--- config.mk ---
export PLATFORM = sky130hd
export DESIGN_NAME = rk_kbd_autotype_flat
export DESIGN_NICKNAME = d
export VERILOG_FILES = /design/src/rtl/rk_kbd_autotype_if.sv /design/src/rtl/rk_kbd_autotype.sv /design/src/flat_wrapper.sv
export SDC_FILE = /design/constraint.sdc
export NUM_CORES = 1
export LEC_CHECK = 0
export ABC_AREA = 1
export BUFFER_PORTS_ARGS = -buffer_cell sky130_fd_sc_hd__buf_2
export CAP_MARGIN = 5
export CELL_PAD_IN_SITES_DETAIL_PLACEMENT = 1
export CELL_PAD_IN_SITES_GLOBAL_PLACEMENT = 2
export CORE_UTILIZATION = 35
export DETAILED_ROUTE_END_ITERATION = 8
export MAX_ROUTING_LAYER = met4
export PLACE_DENSITY = 0.76
export SETUP_SLACK_MARGIN = 0.3
export SLEW_MARGIN = 20
export SYNTH_ARGS = -nofsm -noshare
export SYNTH_HDL_FRONTEND = slang
export SYNTH_SLANG_ARGS = --single-unit
--- constraint.sdc ---
create_clock -name clk -period 4.66 [get_ports clk]
set_clock_uncertainty 0.15 [all_clocks]
set_input_delay 0.699 -clock clk [delete_from_list [all_inputs] [get_ports clk]]
set_output_delay 0.699 -clock clk [all_outputs]
set_load 0.1 [all_outputs]
--- src/rtl/rk_kbd_autotype_if.sv ---
// Scripted keystroke write port into the RK keyboard matrix.
// The master drives one key event; the slave accepts it with ev_ready.
interface rk_kbd_ev_if;
    logic       ev_valid;
    logic       ev_ready;
    logic [3:0] ev_row;
    logic [2:0] ev_col;
    logic       ev_press;

    modport master (output ev_valid, ev_row, ev_col, ev_press, input ev_ready);
    modport slave  (input ev_valid, ev_row, ev_col, ev_press, output ev_ready);
endinterface

--- src/rtl/rk_kbd_autotype.sv ---
// RK keyboard autotype: plays a ROM keystroke script into the matrix after boot or download.
// Optional RK_AUTOTYPE_ABORT_EN: a live PS/2 event while busy aborts the running script.
module rk_kbd_autotype #(
    parameter int unsigned TICK_DIV   = 3000000,
    parameter int unsigned ENTRY_BOOT = 1,
    parameter int unsigned ENTRY_RUN  = 26
) (
    input  logic             clk,
    input  logic             reset_n,
    input  logic             boot_req_i,
    input  logic             dl_active_i,
    input  logic             live_evt_i,
    rk_kbd_ev_if.master      ev,
    output logic             kbd_clear_o,
    output logic             mod_clear_o,
    output logic             live_gate_o,
    output logic             busy_o,
    output logic [5:0]       pos_o
);

    localparam int unsigned DIV_W   = $clog2(TICK_DIV);
    localparam int unsigned POS_W   = 6;
    localparam int unsigned ROW_W   = 4;
    localparam int unsigned COL_W   = 3;
    localparam int unsigned MAX_ROW = 10;
    localparam logic [7:0]  OP_STOP  = 8'hFF;
    localparam logic [7:0]  OP_DELAY = 8'h00;

    typedef enum logic [1:0] {S_IDLE, S_WAIT, S_FETCH, S_EMIT} state_e;

    // Script ROM: {press, col[2:0], row[3:0]}; 0x00 delay, 0xFF stop, unlisted indices stop.
    function automatic logic [7:0] rom_rd(input logic [POS_W-1:0] idx);
        case (idx)
            6'd1:  rom_rd = 8'hA6;  6'd2:  rom_rd = 8'h26;  // R
            6'd3:  rom_rd = 8'h82;  6'd4:  rom_rd = 8'h02;  // 0
            6'd5:  rom_rd = 8'hC3;  6'd6:  rom_rd = 8'h43;  // ,
            6'd7:  rom_rd = 8'h92;  6'd8:  rom_rd = 8'h12;  // 1
            6'd9:  rom_rd = 8'h82;  6'd10: rom_rd = 8'h02;  // 0
            6'd11: rom_rd = 8'hA1;  6'd12: rom_rd = 8'h21;  // CR
            6'd13, 6'd14, 6'd15, 6'd16,
            6'd17, 6'd18, 6'd19, 6'd20: rom_rd = OP_DELAY;
            6'd21: rom_rd = 8'hF4;  6'd22: rom_rd = 8'h74;  // G
            6'd23: rom_rd = 8'hA1;  6'd24: rom_rd = 8'h21;  // CR
            6'd26, 6'd27, 6'd28,
            6'd29, 6'd30, 6'd31: rom_rd = OP_DELAY;
            6'd32: rom_rd = 8'hF4;  6'd33: rom_rd = 8'h74;  // G
            6'd34: rom_rd = 8'hA1;  6'd35: rom_rd = 8'h21;  // CR
            default: rom_rd = OP_STOP;
        endcase
    endfunction

    state_e           state_q, state_d;
    logic [POS_W-1:0] pos_q, pos_d;
    logic [DIV_W-1:0] div_q, div_d;
    logic             prev_boot_q, prev_dl_q;
    logic             ev_valid_q, ev_valid_d;
    logic [ROW_W-1:0] ev_row_q, ev_row_d;
    logic [COL_W-1:0] ev_col_q, ev_col_d;
    logic             ev_press_q, ev_press_d;
    logic             kbd_clear_q, kbd_clear_d;
    logic             mod_clear_q, mod_clear_d;

    logic       boot_fall, dl_fall, tick, is_delay;
    logic [7:0] rom_word;

    assign boot_fall = prev_boot_q & ~boot_req_i;
    assign dl_fall   = prev_dl_q & ~dl_active_i;
    assign tick      = (div_q == DIV_W'(TICK_DIV - 1));
    assign rom_word  = rom_rd(pos_q);
    assign is_delay  = (rom_word == OP_DELAY) || (rom_word[3:0] > ROW_W'(MAX_ROW));

`ifndef RK_AUTOTYPE_ABORT_EN
    logic unused_live_evt;
    assign unused_live_evt = live_evt_i;
`endif

    always_ff @(posedge clk or negedge reset_n) begin
        if (!reset_n) begin
            state_q     <= S_IDLE;
            pos_q       <= '0;
            div_q       <= '0;
            prev_boot_q <= 1'b0;
            prev_dl_q   <= 1'b0;
            ev_valid_q  <= 1'b0;
            ev_row_q    <= '0;
            ev_col_q    <= '0;
            ev_press_q  <= 1'b0;
            kbd_clear_q <= 1'b0;
            mod_clear_q <= 1'b0;
        end else begin
            state_q     <= state_d;
            pos_q       <= pos_d;
            div_q       <= div_d;
            prev_boot_q <= boot_req_i;
            prev_dl_q   <= dl_active_i;
            ev_valid_q  <= ev_valid_d;
            ev_row_q    <= ev_row_d;
            ev_col_q    <= ev_col_d;
            ev_press_q  <= ev_press_d;
            kbd_clear_q <= kbd_clear_d;
            mod_clear_q <= mod_clear_d;
        end
    end

    always_comb begin
        state_d     = state_q;
        pos_d       = pos_q;
        div_d       = div_q;
        ev_valid_d  = ev_valid_q;
        ev_row_d    = ev_row_q;
        ev_col_d    = ev_col_q;
        ev_press_d  = ev_press_q;
        kbd_clear_d = 1'b0;
        mod_clear_d = 1'b0;

        case (state_q)
            S_IDLE: div_d = '0;
            S_WAIT: begin
                if (tick) begin
                    div_d   = '0;
                    state_d = S_FETCH;
                end else begin
                    div_d = div_q + DIV_W'(1);
                end
            end
            S_FETCH: begin
                div_d = '0;
                if (rom_word == OP_STOP) begin
                    state_d = S_IDLE;
                end else if (is_delay) begin
                    pos_d   = pos_q + POS_W'(1);
                    state_d = S_WAIT;
                end else begin
                    ev_valid_d = 1'b1;
                    ev_press_d = rom_word[7];
                    ev_col_d   = rom_word[6:4];
                    ev_row_d   = rom_word[3:0];
                    state_d    = S_EMIT;
                end
            end
            S_EMIT: begin
                div_d = '0;
                if (ev_valid_q && ev.ev_ready) begin
                    ev_valid_d  = 1'b0;
                    mod_clear_d = 1'b1;
                    pos_d       = pos_q + POS_W'(1);
                    state_d     = S_WAIT;
                end
            end
        endcase

`ifdef RK_AUTOTYPE_ABORT_EN
        if (live_evt_i && (state_q != S_IDLE)) begin
            state_d     = S_IDLE;
            pos_d       = '0;
            div_d       = '0;
            ev_valid_d  = 1'b0;
            kbd_clear_d = 1'b1;
        end
`endif

        // A new trigger overrides everything, including an abort in the same cycle.
        if (boot_fall || dl_fall) begin
            pos_d       = boot_fall ? POS_W'(ENTRY_BOOT) : POS_W'(ENTRY_RUN);
            div_d       = '0;
            ev_valid_d  = 1'b0;
            kbd_clear_d = 1'b1;
            state_d     = S_WAIT;
        end
    end

    assign ev.ev_valid = ev_valid_q;
    assign ev.ev_row   = ev_row_q;
    assign ev.ev_col   = ev_col_q;
    assign ev.ev_press = ev_press_q;
    assign kbd_clear_o = kbd_clear_q;
    assign mod_clear_o = mod_clear_q;
    assign busy_o      = (state_q != S_IDLE);
    assign live_gate_o = (state_q == S_IDLE);
    assign pos_o       = pos_q;

endmodule

--- src/flat_wrapper.sv ---
// flat-port wrapper written by rule: the top's interface ports become plain ports
module rk_kbd_autotype_flat 
#(
    parameter int unsigned TICK_DIV   = 3000000,
    parameter int unsigned ENTRY_BOOT = 1,
    parameter int unsigned ENTRY_RUN  = 26
)
  (clk, reset_n, boot_req_i, dl_active_i, live_evt_i, kbd_clear_o, mod_clear_o, live_gate_o, busy_o, pos_o, ev_ev_valid, ev_ev_row, ev_ev_col, ev_ev_press, ev_ev_ready);
  rk_kbd_ev_if ev_i ();
  input  logic clk;
  input  logic reset_n;
  input  logic boot_req_i;
  input  logic dl_active_i;
  input  logic live_evt_i;
  output logic kbd_clear_o;
  output logic mod_clear_o;
  output logic live_gate_o;
  output logic busy_o;
  output logic [5:0] pos_o;
  output wire logic [$bits(ev_i.ev_valid)-1:0] ev_ev_valid;
  output wire logic [$bits(ev_i.ev_row)-1:0] ev_ev_row;
  output wire logic [$bits(ev_i.ev_col)-1:0] ev_ev_col;
  output wire logic [$bits(ev_i.ev_press)-1:0] ev_ev_press;
  input wire logic [$bits(ev_i.ev_ready)-1:0] ev_ev_ready;
  assign ev_ev_valid = ev_i.ev_valid;
  assign ev_ev_row = ev_i.ev_row;
  assign ev_ev_col = ev_i.ev_col;
  assign ev_ev_press = ev_i.ev_press;
  assign ev_i.ev_ready = ev_ev_ready;
  rk_kbd_autotype #(.TICK_DIV(TICK_DIV), .ENTRY_BOOT(ENTRY_BOOT), .ENTRY_RUN(ENTRY_RUN)) u_core (.clk(clk), .reset_n(reset_n), .boot_req_i(boot_req_i), .dl_active_i(dl_active_i), .live_evt_i(live_evt_i), .ev(ev_i), .kbd_clear_o(kbd_clear_o), .mod_clear_o(mod_clear_o), .live_gate_o(live_gate_o), .busy_o(busy_o), .pos_o(pos_o));
endmodule
==> impl_metrics.toml <==
[synth]
synth-seq-cells = 43
synthCells = 335
synth_warnings = 0
syn_area_mm2 = 0.00267
async_flop_share_pct = 100
synth_edf_count = 0
synthesis.nets = 349
synth_seq_area_share_pct = 40.4
yosysUniqueCellTypes = 36
synth-main-ff-cell = "dfrtp_1"
syn_area_per_cell_um2 = 7.96

[placed_design]
gp_congestion = 0.771
placed_area_mm2 = 0.00283
dp_cells = 450
numPortBuffers = 23
hpwl_um = 4600

[worst_setup_path]
rr_worst_depth = 14
cp_common_cell = "nand2_1"
cpMaxStageDelayCell = "dfrtp_1"
end_kind = "flip-flop"
critPathRequiredTime_ps = 4710
crit_chain = "inv_1 > ha_1 > nand3_4 > nand2_2 > a21oi_2 > nand2_1 > nand2_1 > nand2_1 > nor2_2 > nand2_2 > nand3_4 > nand3_4 > nand2_1 > nand2_1"
startpoint_type = "flip-flop"
worst-path-max-fanout = 8
cpPeakStageDelay_ps = 520
crit_type = "flip-flop to flip-flop"
critPathArrivalTime_ps = 2600

[floorplan]
rows = 31
fp.dieW_um = 89.3
dieArea_mm2 = 0.00797
fp.coreArea_mm2 = 0.00729
start_util_pct = 36.5
die_y_um = 89.3
io_pins = 25

[timing]
timing.slew.headroom_pct = 60.5
fmax_mhz = 391
tns_ps = 0
min_period_ps = 2550
finalSetupViolations = 0
rsz0062_at_grt = "false"
worst_pin_slew_ps = 592
drv_slew = 0
fin_worst_hold_slack_ps = 235
period_share_pct = 54.8
hold_violations = 0

[grt]
grt_overflow = 0
gr-usage-met1_pct = 26.6
grt_use_met2_pct = 26.4
antenna_found_initial = 0
grt_max_degree = 44
grt_usage_pct = 18.1
use_met3_pct = 2.86
busiest_layer = "met1"
grt_pass1_vias = 2237
grt_pass1_wl_um = 10800

[clock_tree]
postCtsSetupBuffers = 0
clock_path_buffers = 2
cts_root_buf = "clkbuf_8"
clock-sinks = 43
post_cts_resized = 0
clkLatencyLatePin_ps = 300
clk_pin_slew_worst_paths_ps = 90
hold_buffers = 0
htreeDepth = 2
cts_tree = "built"
cts_made_buffers = 5

[cells_and_area]
instances_no_fill = 458
nNetsFinal = 372
finalInstanceArea_mm2 = 0.00293
fin_util_pct = 40.2
drive_above_1_share_pct = 18.1
antenna_cells = 0
area_growth_pct = 9.91
n_fill_cell = 931

[detailed_routing]
drt-initial-drc-count = 77
dr.pass1.iters = 4
drc = 0
via_per_inst = 4.89
antenna_left = 0
wl_per_cell_um = 13.7
wirelength_um = 6280
vias = 2241

[pwr]
ir_worst_vdd_mv = 0.372
power_density_mw_per_mm2 = 662
p_leak_nw = 1.38

[min_path]
hp-class = "input port to asynchronous set/reset pin"

[flow_run]
maxCapViolations = 0

[status]
status = "complete, no violations"
report_power, final:
group / internal (W) / total (W) / switching [W]
logic: 0.000262 / 0.00114 / 0.000876
registers: 0.000436 / 0.000545 / 0.000109
clock network: 0.000108 / 0.000257 / 0.000149
total: 0.000805 / 0.00194 / 0.00113
kinds of logic (layout without fill, tap and decap cells):
| kind of cell | after synthesis | count (layout) | share of synthesized area (%) |
|---|---|---|---|
| adder cells (fa/ha/maj) | 8 | 8 | 3.76 |
| flip-flops | 43 | 43 | 40.4 |
| AND/OR/NAND/NOR | 195 | 195 | 36.5 |
| XOR/XNOR | 6 | 6 | 1.97 |
| AO/OA/AOI/OAI | 40 | 40 | 9.34 |
| buffers and inverters | 43 | 67 | 8.07 |
final cells by class:
class | count | area (um^2) | share of cell area (%)
clock buffers | 5 | 68.8 | 2.35
clock inverters | 3 | 23.8 | 0.812
inverters | 36 | 145 | 4.96
multi-input cells | 249 | 1370 | 46.9
flip-flops and latches | 43 | 1080 | 36.7
well taps | 99 | 124 | 4.23
repair buffers | 23 | 118 | 4.02
state kept, by name, summed over array words and instances (netlist names):
| register | count |
|---|---|
| u_core.div_q | 22 |
| u_core.pos_o | 6 |
| u_core.kbd_clear_o | 1 |
| u_core.ev.ev_col | 3 |
| u_core.ev.ev_row | 4 |
| u_core.mod_clear_o | 1 |
| u_core.prev_boot_q | 1 |
| u_core.prev_dl_q | 1 |
| u_core.ev.ev_press | 1 |
| u_core.ev.ev_valid | 1 |
| u_core.state_q | 2 |
metal layers:
metal / part of all wire, % / vias to the layer above
met5: 0 / -
met4: 0.80 / 0
met3: 2.5 / 6
met2: 42 / 30
met1: 55 / 1062
li1: - / 1143
cells in the mapped netlist (all sizes together) (4+ instances only):
master  count  area (um^2)
a21oi      20          111
buf         7         70.1
dfrtp      43         1080
ha          8          100
inv        36          145
nand2      96          383
nand3      31          215
nand4      17          121
nor2       39          180
nor3        8         45.0
o21a        4         30.0
o21ai      10         65.1
xor2        4         35.0
worst paths after layout:
kind | start | slack, ps | endpoint
max | u_core.pos_o[0]$_DFFE_PN0P_ | 2110 | u_core.pos_o[3]$_DFFE_PN0P_
min | reset_n | 230 | u_core.ev.ev_press$_DFFE_PN0P_
max reg2reg | u_core.pos_o[0]$_DFFE_PN0P_ | 2110 | u_core.pos_o[3]$_DFFE_PN0P_
min reg2reg | u_core.div_q[0]$_DFF_PN0_ | 320 | u_core.div_q[0]$_DFF_PN0_
max in group asynchronous | reset_n | 3720 | u_core.div_q[17]$_DFF_PN0_
min in group clk | u_core.div_q[0]$_DFF_PN0_ | 320 | u_core.div_q[0]$_DFF_PN0_
cell usage in the layout, fill, tap and decap left out:
cell type,synthesis,final
a211oi_1,2,2
a21oi_1,17,17
a21oi_2,3,3
a22oi_1,1,1
a31oi_1,2,2
buf_2,2,22
buf_4,0,1
clkbuf_8,0,5
clkinvlp_4,0,2
dfrtp_1,43,43
ha_1,8,8
inv_1,32,32
inv_2,1,1
inv_4,2,2
inv_6,1,2
nand2_1,87,87
nand2_2,9,9
nand3_1,25,25
nand3_2,2,2
nand3_4,4,4
nand4_1,16,16
nand4_4,1,1
nor2_1,33,33
nor2_2,4,4
nor2_4,1,1
nor2_8,1,1
nor3_1,7,7
nor3_2,1,1
nor3b_1,2,2
nor4_1,2,2
o21a_1,4,4
o21ai_0,4,4
o21ai_1,2,2
o21ai_2,4,4
o21bai_1,1,1
xnor2_1,2,2
xor2_1,4,4
worst max-delay path, delay by kind of cell (launching register included):
| kind | cells | cell delay (ps) |
|---|---|---|
| buffers and inverters | 1 | 200 |
| adder cells (fa/ha/maj) | 1 | 380 |
| AND/OR/NAND/NOR | 11 | 1090 |
| AO/OA/AOI/OAI | 1 | 110 |
| flip-flops | 1 | 520 |
metrics by stage:
| step | total power (W) | worst slack (ps) |
|---|---|---|
| global placement | 0.00169 | 2010 |
| floorplan | 0.00152 | 1120 |
| CTS | 0.00197 | 2060 |
| detailed placement | 0.00170 | 2010 |
| global route | 0.00210 | 1860 |
| finish | 0.00194 | 2110 |
Power figures use the tool's default switching activity.
